$ cat src/rtl/llc_mem_ctrl_if.sv
// Request/response and local-memory port bundle for llc_mem_ctrl.
// master: requester/datapath side; slave: the controller.
interface llc_mem_ctrl_if #(
  parameter int unsigned SET_BITS = 10,
  parameter int unsigned WAY_BITS = 4
);
  logic                         flush_req;
  logic                         rd_req_valid;
  logic [SET_BITS-1:0]          rd_req_set;
  logic                         rd_req_ready;
  logic                         rd_rsp_valid;
  logic                         wr_req_valid;
  logic [SET_BITS-1:0]          wr_req_set;
  logic [WAY_BITS-1:0]          wr_req_way;
  logic                         wr_req_ready;
  logic                         mem_rd_en;
  logic [SET_BITS-1:0]          mem_rd_set;
  logic                         mem_wr_en;
  logic [SET_BITS+WAY_BITS-1:0] mem_wr_addr;
  logic                         mem_wr_clear;
  logic                         init_done;

  modport master (
    output flush_req, rd_req_valid, rd_req_set, wr_req_valid, wr_req_set, wr_req_way,
    input  rd_req_ready, rd_rsp_valid, wr_req_ready, mem_rd_en, mem_rd_set, mem_wr_en,
    input  mem_wr_addr, mem_wr_clear, init_done
  );

  modport slave (
    input  flush_req, rd_req_valid, rd_req_set, wr_req_valid, wr_req_set, wr_req_way,
    output rd_req_ready, rd_rsp_valid, wr_req_ready, mem_rd_en, mem_rd_set, mem_wr_en,
    output mem_wr_addr, mem_wr_clear, init_done
  );
endinterface

$ cat src/rtl/llc_mem_ctrl.sv
// LLC local-memory sequencer: clearing sweep after reset/flush, then read/write arbitration.
// Define LLC_MEM_CTRL_STATS_EN to add saturating accepted-read/write counters.
module llc_mem_ctrl #(
  parameter int unsigned SET_BITS   = 10,
  parameter int unsigned WAY_BITS   = 4,
  parameter int unsigned STARVE_MAX = 4
) (
  input  logic          clk,
  input  logic          rst,
  llc_mem_ctrl_if.slave bus
`ifdef LLC_MEM_CTRL_STATS_EN
  ,
  output logic [31:0]   stat_rd_cnt,
  output logic [31:0]   stat_wr_cnt
`endif
);

  localparam int unsigned AddrW   = SET_BITS + WAY_BITS;
  localparam int unsigned StarveW = (STARVE_MAX < 1) ? 1 : $clog2(STARVE_MAX + 1);
  localparam logic [StarveW-1:0] StarveMax = StarveW'(STARVE_MAX);

  typedef enum logic [1:0] {
    StPre,
    StInit,
    StRun
  } state_e;

  state_e              state_q, state_d;
  logic [AddrW-1:0]    cnt_q, cnt_d;
  logic [StarveW-1:0]  starve_q, starve_d;
  logic                init_done_q, init_done_d;
  logic                rd_rsp_q;

  logic                rd_prio;
  logic                same_set;
  logic                rd_grant;
  logic                wr_grant;
  logic                wr_en;
  logic                wr_clear;
  logic [AddrW-1:0]    wr_addr;
  logic [SET_BITS-1:0] rd_set;

  always_ff @(posedge clk or posedge rst) begin
    if (rst) begin
      state_q     <= StPre;
      cnt_q       <= '0;
      starve_q    <= '0;
      init_done_q <= 1'b0;
      rd_rsp_q    <= 1'b0;
    end else begin
      state_q     <= state_d;
      cnt_q       <= cnt_d;
      starve_q    <= starve_d;
      init_done_q <= init_done_d;
      rd_rsp_q    <= rd_grant;
    end
  end

  always_comb begin
    state_d     = state_q;
    cnt_d       = cnt_q;
    starve_d    = starve_q;
    init_done_d = init_done_q;
    rd_grant    = 1'b0;
    wr_grant    = 1'b0;
    wr_en       = 1'b0;
    wr_clear    = 1'b0;
    wr_addr     = '0;
    rd_set      = '0;
    rd_prio     = (starve_q >= StarveMax);
    same_set    = (bus.rd_req_set == bus.wr_req_set);

    unique case (state_q)
      StPre: begin
        state_d = StInit;
        cnt_d   = '0;
      end

      StInit: begin
        wr_en    = 1'b1;
        wr_clear = 1'b1;
        wr_addr  = cnt_q;
        cnt_d    = cnt_q + 1'b1;
        if (cnt_q == '1) begin
          state_d     = StRun;
          init_done_d = 1'b1;
        end
      end

      StRun: begin
        // Write wins a same-set conflict unless the read has been starved long enough.
        wr_grant = bus.wr_req_valid & ~(rd_prio & bus.rd_req_valid & same_set);
        rd_grant = bus.rd_req_valid & ~(wr_grant & same_set);
        wr_en    = wr_grant;
        wr_addr  = {bus.wr_req_set, bus.wr_req_way};
        rd_set   = bus.rd_req_set;

        if (rd_grant) begin
          starve_d = '0;
        end else if (bus.rd_req_valid && !rd_prio) begin
          starve_d = starve_q + 1'b1;
        end

        // Requests seen alongside the flush are still granted this cycle.
        if (bus.flush_req) begin
          state_d     = StInit;
          cnt_d       = '0;
          init_done_d = 1'b0;
        end
      end

      default: begin
        state_d = StPre;
      end
    endcase
  end

  assign bus.rd_req_ready = rd_grant;
  assign bus.wr_req_ready = wr_grant;
  assign bus.mem_rd_en    = rd_grant;
  assign bus.mem_rd_set   = rd_set;
  assign bus.mem_wr_en    = wr_en;
  assign bus.mem_wr_addr  = wr_addr;
  assign bus.mem_wr_clear = wr_clear;
  assign bus.rd_rsp_valid = rd_rsp_q;
  assign bus.init_done    = init_done_q;

`ifdef LLC_MEM_CTRL_STATS_EN
  logic        enter_init;
  logic [31:0] stat_rd_q;
  logic [31:0] stat_wr_q;

  assign enter_init = (state_d == StInit) && (state_q != StInit);

  always_ff @(posedge clk or posedge rst) begin
    if (rst) begin
      stat_rd_q <= '0;
      stat_wr_q <= '0;
    end else if (enter_init) begin
      stat_rd_q <= '0;
      stat_wr_q <= '0;
    end else begin
      if (rd_grant && (stat_rd_q != '1)) begin
        stat_rd_q <= stat_rd_q + 32'd1;
      end
      if (wr_grant && (stat_wr_q != '1)) begin
        stat_wr_q <= stat_wr_q + 32'd1;
      end
    end
  end

  assign stat_rd_cnt = stat_rd_q;
  assign stat_wr_cnt = stat_wr_q;
`endif

endmodule

$ cat src/flat_wrapper.sv
// flat-port wrapper written by rule: the top's interface ports become plain ports
module llc_mem_ctrl_flat 
#(
  parameter int unsigned SET_BITS   = 10,
  parameter int unsigned WAY_BITS   = 4,
  parameter int unsigned STARVE_MAX = 4
)
  (clk, rst, bus_flush_req, bus_rd_req_valid, bus_rd_req_set, bus_wr_req_valid, bus_wr_req_set, bus_wr_req_way, bus_rd_req_ready, bus_rd_rsp_valid, bus_wr_req_ready, bus_mem_rd_en, bus_mem_rd_set, bus_mem_wr_en, bus_mem_wr_addr, bus_mem_wr_clear, bus_init_done);
  llc_mem_ctrl_if #(.SET_BITS(SET_BITS), .WAY_BITS(WAY_BITS)) bus_i ();
  input  logic clk;
  input  logic rst;
  input wire logic [$bits(bus_i.flush_req)-1:0] bus_flush_req;
  input wire logic [$bits(bus_i.rd_req_valid)-1:0] bus_rd_req_valid;
  input wire logic [$bits(bus_i.rd_req_set)-1:0] bus_rd_req_set;
  input wire logic [$bits(bus_i.wr_req_valid)-1:0] bus_wr_req_valid;
  input wire logic [$bits(bus_i.wr_req_set)-1:0] bus_wr_req_set;
  input wire logic [$bits(bus_i.wr_req_way)-1:0] bus_wr_req_way;
  output wire logic [$bits(bus_i.rd_req_ready)-1:0] bus_rd_req_ready;
  output wire logic [$bits(bus_i.rd_rsp_valid)-1:0] bus_rd_rsp_valid;
  output wire logic [$bits(bus_i.wr_req_ready)-1:0] bus_wr_req_ready;
  output wire logic [$bits(bus_i.mem_rd_en)-1:0] bus_mem_rd_en;
  output wire logic [$bits(bus_i.mem_rd_set)-1:0] bus_mem_rd_set;
  output wire logic [$bits(bus_i.mem_wr_en)-1:0] bus_mem_wr_en;
  output wire logic [$bits(bus_i.mem_wr_addr)-1:0] bus_mem_wr_addr;
  output wire logic [$bits(bus_i.mem_wr_clear)-1:0] bus_mem_wr_clear;
  output wire logic [$bits(bus_i.init_done)-1:0] bus_init_done;
  assign bus_i.flush_req = bus_flush_req;
  assign bus_i.rd_req_valid = bus_rd_req_valid;
  assign bus_i.rd_req_set = bus_rd_req_set;
  assign bus_i.wr_req_valid = bus_wr_req_valid;
  assign bus_i.wr_req_set = bus_wr_req_set;
  assign bus_i.wr_req_way = bus_wr_req_way;
  assign bus_rd_req_ready = bus_i.rd_req_ready;
  assign bus_rd_rsp_valid = bus_i.rd_rsp_valid;
  assign bus_wr_req_ready = bus_i.wr_req_ready;
  assign bus_mem_rd_en = bus_i.mem_rd_en;
  assign bus_mem_rd_set = bus_i.mem_rd_set;
  assign bus_mem_wr_en = bus_i.mem_wr_en;
  assign bus_mem_wr_addr = bus_i.mem_wr_addr;
  assign bus_mem_wr_clear = bus_i.mem_wr_clear;
  assign bus_init_done = bus_i.init_done;
  llc_mem_ctrl #(.SET_BITS(SET_BITS), .WAY_BITS(WAY_BITS), .STARVE_MAX(STARVE_MAX)) u_core (.clk(clk), .rst(rst), .bus(bus_i));
endmodule
$ cat config.mk
export PLATFORM = sky130hd
export DESIGN_NAME = llc_mem_ctrl_flat
export DESIGN_NICKNAME = d
export VERILOG_FILES = /design/src/rtl/llc_mem_ctrl_if.sv /design/src/rtl/llc_mem_ctrl.sv /design/src/flat_wrapper.sv
export SDC_FILE = /design/constraint.sdc
export NUM_CORES = 1
export LEC_CHECK = 0
export ABC_AREA = 1
export BUFFER_PORTS_ARGS = -buffer_cell sky130_fd_sc_hd__buf_2
export CORE_UTILIZATION = 50
export CTS_BUF_LIST = sky130_fd_sc_hd__clkbuf_16
export DETAILED_ROUTE_END_ITERATION = 8
export GPL_TIMING_DRIVEN = 0
export HOLD_SLACK_MARGIN = 0.05
export PLACE_DENSITY = 0.86
export SLEW_MARGIN = 20
export SYNTH_ARGS = -nofsm -noshare
export SYNTH_HDL_FRONTEND = slang
export SYNTH_SLANG_ARGS = --single-unit
$ cat constraint.sdc
create_clock -name clk -period 2 [get_ports clk]
set_clock_uncertainty 0.05 [all_clocks]
set_input_delay 0.1 -clock clk [delete_from_list [all_inputs] [get_ports clk]]
set_output_delay 0.1 -clock clk [all_outputs]
set_load 0.01 [all_outputs]
# Word-level counts from Yosys, hierarchy flattened
# Index checks and enable logic that the tools add are counted.
# word_totals
reg_bits,21
input_bits,29
out_inout_bits,31
word_cells,47
# op_classes
n_addsub,2
order_cmp,1
n_eq_ne,6
muxes,16
bitwise,7
n_reduce_logical,10
# ops
cell,count
14-bit case mux with 3 select lines,1
14-bit case mux with 2 select lines,1
14-bit by 1-bit adder with 14-bit output (second input constant),1
14-bit equality test (second input constant),1
14-bit 2-to-1 mux,1
10-bit equality test,1
10-bit 2-to-1 mux,1
3-bit 2-to-1 mux,2
2-bit case mux with 3 select lines,1
2-bit AND reduction,3
1-bit AND,5
1-bit 2-to-1 mux,5
2-bit 2-to-1 mux,2
1-bit case mux with 2 select lines,2
2-bit nonzero test,2
3-bit by 1-bit adder with 3-bit output (second input constant),1
3-bit >= comparator (second input constant),1
3-bit AND reduction,1
3-bit nonzero test,1
2-bit by 1-bit equality test with 1-bit output (second input constant),1
2-bit equality test (second input constant),1
2-bit zero test,1
2-bit by 1-bit != test with 1-bit output (second input constant),1
2-bit != test (second input constant),1
3 further kinds,4

# Longest topological paths before layout
# Gate-level depths: netlist (run 1).
# logic_depth
depth_word,10
mapped_depth,11

# Worst setup path before layout (run 1)
# No wires, ideal clock.
# synth_path
path_type,reg-to-output
from,reg u_core.state_q[1]
to,out bus_mem_wr_addr[0]
t_arrival_ps,1453
required_time_ps,1850
path_slack_ps,397
path_stages_with_launch,7
n_path_buf,2
cell_sequence,dfrtp_1 inv_1 ha_1 buf_2 clkbuf_1 nand2_1 a21oi_1
# synth_via
elab_chain_len,2
# synth_rtl
element,line,text
from (decl),llc_mem_ctrl.sv:28,"state_e state_q, state_d;"
from (signal assigned),llc_mem_ctrl.sv:45,state_q <= StPre;
from (signal assigned),llc_mem_ctrl.sv:51,state_q <= state_d;
2-bit equality test or 2-bit by 1-bit equality test with 1-bit output (tied branches),llc_mem_ctrl.sv:73,unique case (state_q)
14-bit case mux with 2 select lines *,llc_mem_ctrl.sv:73,
to (decl),flat_wrapper.sv:24,output wire logic [$bits(bus_i.mem_wr_addr)-1:0] bus_mem_wr_addr;
# Mark *: on every way between the ends. The rest lies on a longest branch, timed or not.

# Worst setup path in the final report (run 1)
# layout_path
from,reg u_core.state_q[0]
to,out bus_mem_wr_addr[6]
# The elaborated chain is that of the path after synthesis.

==> results of run 1 <==
## worst reg2reg max path, cell delays in order, from the launching register on
cell and delay, ns:
dfrtp_1 0.37, inv_1 0.08, ha_1 0.19, buf_2 0.23, nor2_2 0.33, inv_1 0.17
and3_1 0.20
## cells by family after synthesis
kind of cell | share of synthesized area [%]
flops | 30.5
xor+xnor | 3.05
fa+ha+maj | 4.35
buf+inv | 14.4
compound gates | 12.8
simple gates | 35.0
## worst paths after layout
path                                     from                  to  slack, ns  cells past startpoint
max in group asynchronous                 rst    u_core.cnt_q[12]       0.91                      3
min                          bus_wr_req_valid  u_core.starve_q[0]       0.13                      3
max                         u_core.state_q[0]  bus_mem_wr_addr[6]       0.14                      7
min in group asynchronous                 rst   u_core.state_q[1]       0.49                      3
max reg2reg                 u_core.state_q[1]     u_core.cnt_q[8]       0.28                      6
min reg2reg                u_core.starve_q[0]  u_core.starve_q[0]       0.46                      1
## where the power goes
group / switching [mW] / leakage (nW) / total (mW) / internal, mW
Clock: 0.153 / 0.0423 / 0.420 / 0.267
Combinational: 0.0518 / 1.03 / 0.0904 / 0.0386
Sequential: 0 / 0.278 / 0.425 / 0.425
## cell usage after synthesis, drive strengths merged (2+ instances only)
cell type	instances	area [um2]
nand3	10	55.1
ha	6	75.1
a21oi	22	110
nand2	97	382
xor2	2	17.5
dfrtp	21	526
o21ai	12	60.1
nor3	4	30.0
clkbuf	2	7.51
xnor2	4	35.0
inv	56	210
nor2	21	111
buf	5	25.0
a211oi	2	15.0
nand4	2	12.5
## state kept, by name, indices dropped and copies added, names as in the netlist
name,flops
u_core.bus.init_done,1
u_core.state_q,2
u_core.cnt_q,14
u_core.bus.rd_rsp_valid,1
u_core.starve_q,3
## per-layer routing
| metal | global-route usage [%] | vias up |
|---|---|---|
| met5 | 0 | - |
| met4 | 10.1 | 0 |
| met3 | 5.97 | 7 |
| met2 | 44.4 | 60 |
| met1 | 28.3 | 820 |
| li1 | - | 969 |
## cell type report
class | instances | area, um2 | share of cell area [%]
Buffer | 6 | 38.8 | 1.79
Clock buffer | 3 | 75.1 | 3.46
Clock inverter | 1 | 3.75 | 0.173
Inverter | 57 | 215 | 9.91
Multi-Input combinational cell | 189 | 953 | 43.9
Sequential cell | 21 | 526 | 24.2
Tap cell | 44 | 55.1 | 2.53
Timing Repair Buffer | 60 | 305 | 14.1
## timing repair
action | 4_1_cts | 5_1_grt
buffers inserted | 0 | 0
pin swaps | 0 | 0
setup endpoints to repair | 15 | 23
endpoints found under the hold margin | 21 | 0
gates resized for setup | 2 | 6
hold buffers | 1 | 0
==> qor.txt, run 1 <==
Yosys warns: 0
Dpl ws: 0.127 ns
CP bufs+invs: 4
Post-DP HPWL: 3370 um
Final Core Density: 68.9%
Most frequent cells in the layout: nand2_1, buf_2, inv_1
Final Hold Viols: 0
RePlAce Congestion: 0.824
Hold Slack: 0.133 ns
Placed cell area: 0.00207 mm2
Maxcap violations: 0
Synthesized netlist cell count: 274
Slew Viols, Final: 0
Commonest non-fill, non-tap cell in the layout: nand2_1
WL met2: 2110 um
Status: complete, no violations
Initial antenna violation count: 0
M1 WL: 1840 um
DIE AREA: 0.00369 mm2
Routed wire per std cell: 11.2 um
Lkg Pwr: 1.35 nW
Hold WC Path Type: input pin to flop
Antenna Nets Post-Route: 0
CTS tree: built
Unrepaired setup endpoints after global routing: false
Power, Total: 0.935 mW
FILL cells: 286
PnR worst setup slack: 0.144 ns
Port bufs: 59
Asr flop ratio synth: 100%
Via-per-instance ratio: 4.87
Grt total ovfl: 0
Tightest Pin Transition: 0.802 ns
TritonRoute pass-1 iters: 4
Startpoint Class: flop
Uppermost layer routed: met4
ANT cells: 0
Worst Path Arrival: 1.71 ns
Setup violators final: 0
Critical path peak fanout: 10
Clock Latency Late Sink: 0.26 ns
Post-Layout Cell Count: 381
Family with the most delay on the worst path: buffers and inverters
CP max-delay cell: dfrtp_1
Layout cells sized above 1: 25.5%
Period minus WS final: 1.86 ns
Seq/Total Area, Yosys: 30.5%
Clk slew on worst S/H paths: 0.06 ns
Yosys reg bits: 21
Die X: 60.7 um
Initial Utilization: 54.7%
Drt drc: 0
Area grow syn2layout: 26.0%
Sink Count: 21
Vias post-DR: 1,856
Slowest stage delay, CP: 0.41 ns
Setup TNS Final: 0 ns
EDFF count, synth: 0
Vias in the first global route: 1,645
Crit path cell chain: inv_2, ha_2, buf_6, buf_2, nand2_1, a21oi_1, buf_2
Placed cell count: 377
PwrDens: 431 mW/mm2
Die Ht: 60.7 um
Mapped cell area: 0.00172 mm2
Pin count of the biggest net entering global routing: 22
DRT Wirelength: 4250 um
Final period util: 92.8%
Layout Nets: 373
First-pass GRT wire length: 6760 um
CTS root buffer: clkbuf_16
Syn avg cell area: 6.29 um2
CP Capture Type: primary output
Core area: 0.00315 mm2
Top_reg_cell synth: dfrtp_1
WL met3: 245 um
Peak VDD IR: 556 uV
Cell mode on critical path: buf_2
Clock buffer depth: 2
Area of all placed cells without fillers: 0.00217 mm2
WS Path Type: flop to primary output
Synth cell types: 32
Initial DRC Count: 71
Syn_nets: 309
Fmax: 539 MHz
Gr usage total: 24.8%
Headroom to the max-slew limit: 46.5%
Standard-cell rows: 20
# H-tree levels: 1
Num CTS Buffers: 3
Io pins: 60
Req. time, crit path: 1.85 ns
(Power assumes the default switching activity.)
==> run 2, diff against run 1 <==
Settings changed: CORE_MARGIN set to 2, PLACE_DENSITY 0.86 to 0.87.
==> run 2 against run 1 <==
Via count is 0.97% lower. Power is 0.32% lower. Non-clock buffer count stayed put. Die area is 6.7% higher. Critical endpoint is now bus_rd_req_ready. Flip-flop and latch count stayed put. Utilization is 3.7 points lower. Clock power hardly changed. Cell count is 0.52% higher. Sequential share of layout area hardly changed. Design area is 0.17% higher. Global-route usage is 2.1 points lower. Register-to-register slack worse by 0.05 ns.
==> qor.txt, run 2 (synthesis gave the netlist of run 1 again) <==
Status: complete, no violations (unchanged)
Crit path cell chain: inv_1, ha_1, buf_6, nand2_1, inv_1, nand2_1, inv_1, buf_4, buf_2 (was inv_2, ha_2, buf_6, buf_2, nand2_1, a21oi_1, buf_2)
Initial DRC Count: 79 (was 71)
Maxcap violations: 0 (unchanged)
Setup violators final: 0 (unchanged)
Core area: 0.00334 mm2 (was 0.00315 mm2)
Period minus WS final: 1.86 ns (about the same)
Most frequent cells in the layout: nand2_1, buf_2, inv_1 (unchanged)
Post-Layout Cell Count: 383 (was 381)
Sequential Area: 526 um2 (unchanged)
Fmax: 537 MHz (was 539 MHz)
Drt drc: 0 (unchanged)
Routed wire per std cell: 10.9 um (was 11.2 um)
Commonest non-fill, non-tap cell in the layout: nand2_1 (unchanged)
Clk slew on worst S/H paths: 0.05 ns (was 0.06 ns)
Vias in the first global route: 1,713 (was 1,645)
Antenna Nets Post-Route: 0 (unchanged)
CP max-delay cell: dfrtp_1 (unchanged)
Initial Utilization: 51.7% (was 54.7%)
PwrDens: 428 mW/mm2 (was 431 mW/mm2)
Vias post-DR: 1,838 (was 1,856)
# H-tree levels: 1 (unchanged)
Gr usage total: 22.7% (was 24.8%)
Final Core Density: 65.2% (was 68.9%)
Initial antenna violation count: 0 (unchanged)
Final Hold Viols: 0 (unchanged)
Die X: 62.7 um (was 60.7 um)
Io pins: 60 (unchanged)
Max FFs per register: 14 (unchanged)
DIE AREA: 0.00393 mm2 (was 0.00369 mm2)
Grt total ovfl: 0 (unchanged)
WS Path Type: flop to primary output (unchanged)
Tightest Pin Transition: 0.778 ns (was 0.802 ns)
CP Capture Type: primary output (unchanged)
CTS tree: built (unchanged)
DRT Wirelength: 4180 um (was 4250 um)
Unrepaired setup endpoints after global routing: false (unchanged)
Lkg Pwr: 1.35 nW (about the same)
FILL cells: 281 (was 286)
Power, Total: 0.932 mW (was 0.935 mW)
Post-DP HPWL: 3340 um (was 3370 um)
Hold WC Path Type: input pin to flop (unchanged)
Area grow syn2layout: 26.2% (was 26.0%)
RePlAce Congestion: 0.849 (was 0.824)
Layout cells sized above 1: 25.2% (was 25.5%)
Clock buffer depth: 2 (unchanged)
TritonRoute pass-1 iters: 4 (unchanged)
Pin count of the biggest net entering global routing: 22 (unchanged)
Num CTS Buffers: 3 (unchanged)
First-pass GRT wire length: 7200 um (was 6760 um)
Setup TNS Final: 0 ns (unchanged)
Die Ht: 62.7 um (was 60.7 um)
ANT cells: 0 (unchanged)
Peak VDD IR: 292 uV (was 556 uV)
Clock Latency Late Sink: 0.25 ns (was 0.26 ns)
Headroom to the max-slew limit: 48.0% (was 46.5%)
Placed cell count: 379 (was 377)
Port bufs: 59 (unchanged)
Cell mode on critical path: inv_1 (was buf_2)
Layout Nets: 373 (unchanged)
Family with the most delay on the worst path: buffers and inverters (unchanged)
Regs by FF count: u_core.cnt_q x14, u_core.starve_q x3, u_core.state_q x2 (unchanged)
Slew Viols, Final: 0 (unchanged)
Req. time, crit path: 1.85 ns (about the same)
Slowest stage delay, CP: 0.40 ns (was 0.41 ns)
Via-per-instance ratio: 4.80 (was 4.87)
Startpoint Class: flop (unchanged)
Area of the multi-input gates: 951 um2 (was 953 um2)
Sink Count: 21 (unchanged)
Final period util: 93.2% (was 92.8%)
Critical path peak fanout: 10 (unchanged)
Standard-cell rows: 21 (was 20)
Post-CTS Setup Bufs: 0 (unchanged)
CP bufs+invs: 6 (was 4)
Worst Path Arrival: 1.71 ns (about the same)
CTS root buffer: clkbuf_16 (unchanged)
Biggest register: u_core.cnt_q (unchanged)
run 2: worst min-delay path: cells and delay by family:
family	cells	cell delay, ns
compound gates	1	0.07
simple gates	2	0.12
buf+inv	1	0.08
run 2: path summary, 6_finish.rpt:
kind | depth (start not counted) | slack [ns] | from | to
worst min-delay path | 4 | 0.12 | bus_rd_req_valid | u_core.starve_q[1]
max in group asynchronous | 3 | 0.92 | rst | u_core.cnt_q[11]
worst max register to register | 10 | 0.23 | u_core.state_q[0] | u_core.cnt_q[13]
min in group asynchronous | 3 | 0.49 | rst | u_core.state_q[1]
worst max-delay path | 9 | 0.14 | u_core.state_q[0] | bus_rd_req_ready
worst min register to register | 2 | 0.44 | u_core.starve_q[1] | u_core.starve_q[1]
run 2: routing by layer:
| metal | up-vias | part of all wire (%) | track usage (%) |
|---|---|---|---|
| met1 | 802 | 42 | 27.3 |
| met2 | 63 | 50 | 41.0 |
| met5 | - | 0 | 0 |
| li1 | 964 | - | - |
| met3 | 9 | 5.9 | 2.16 |
| met4 | 0 | 2.1 | 10.3 |
run 2: metrics by stage:
stage	instance area (um2)	hold slack [ns]	setup WS (ns)
after global placement	2080	0.236	0.161
after global routing	2180	0.147	0.0299
after floorplan	1720	0.0265	0.397
after CTS	2170	0.128	0.0113
final	2180	0.123	0.136
after detailed placement	2080	0.232	0.108
run 2: final cells by class:
| type | count | area share [%] |
|---|---|---|
| tap | 46 | 2.65 |
| clock buffer | 3 | 3.45 |
| sequential | 21 | 24.2 |
| buffer | 6 | 1.90 |
| multi-input combinational | 189 | 43.7 |
| inverter | 57 | 9.89 |
| timing repair buffer | 60 | 14.0 |
| clock inverter | 1 | 0.230 |
run 2: repair_timing:
item / 4_1_cts / 5_1_grt
hold buffers: 1 / 0
setup endpoints to repair: 14 / 12
cloned: 0 / 0
resized for setup: 3 / 4
hold endpoints to repair: 21 / 0
run 2: report_power, final:
group	switching (mW)	leakage (nW)	total [mW]	internal, mW
clock network	0.150	0.0409	0.418	0.268
logic	0.0504	1.04	0.0890	0.0386
registers	0	0.278	0.425	0.425
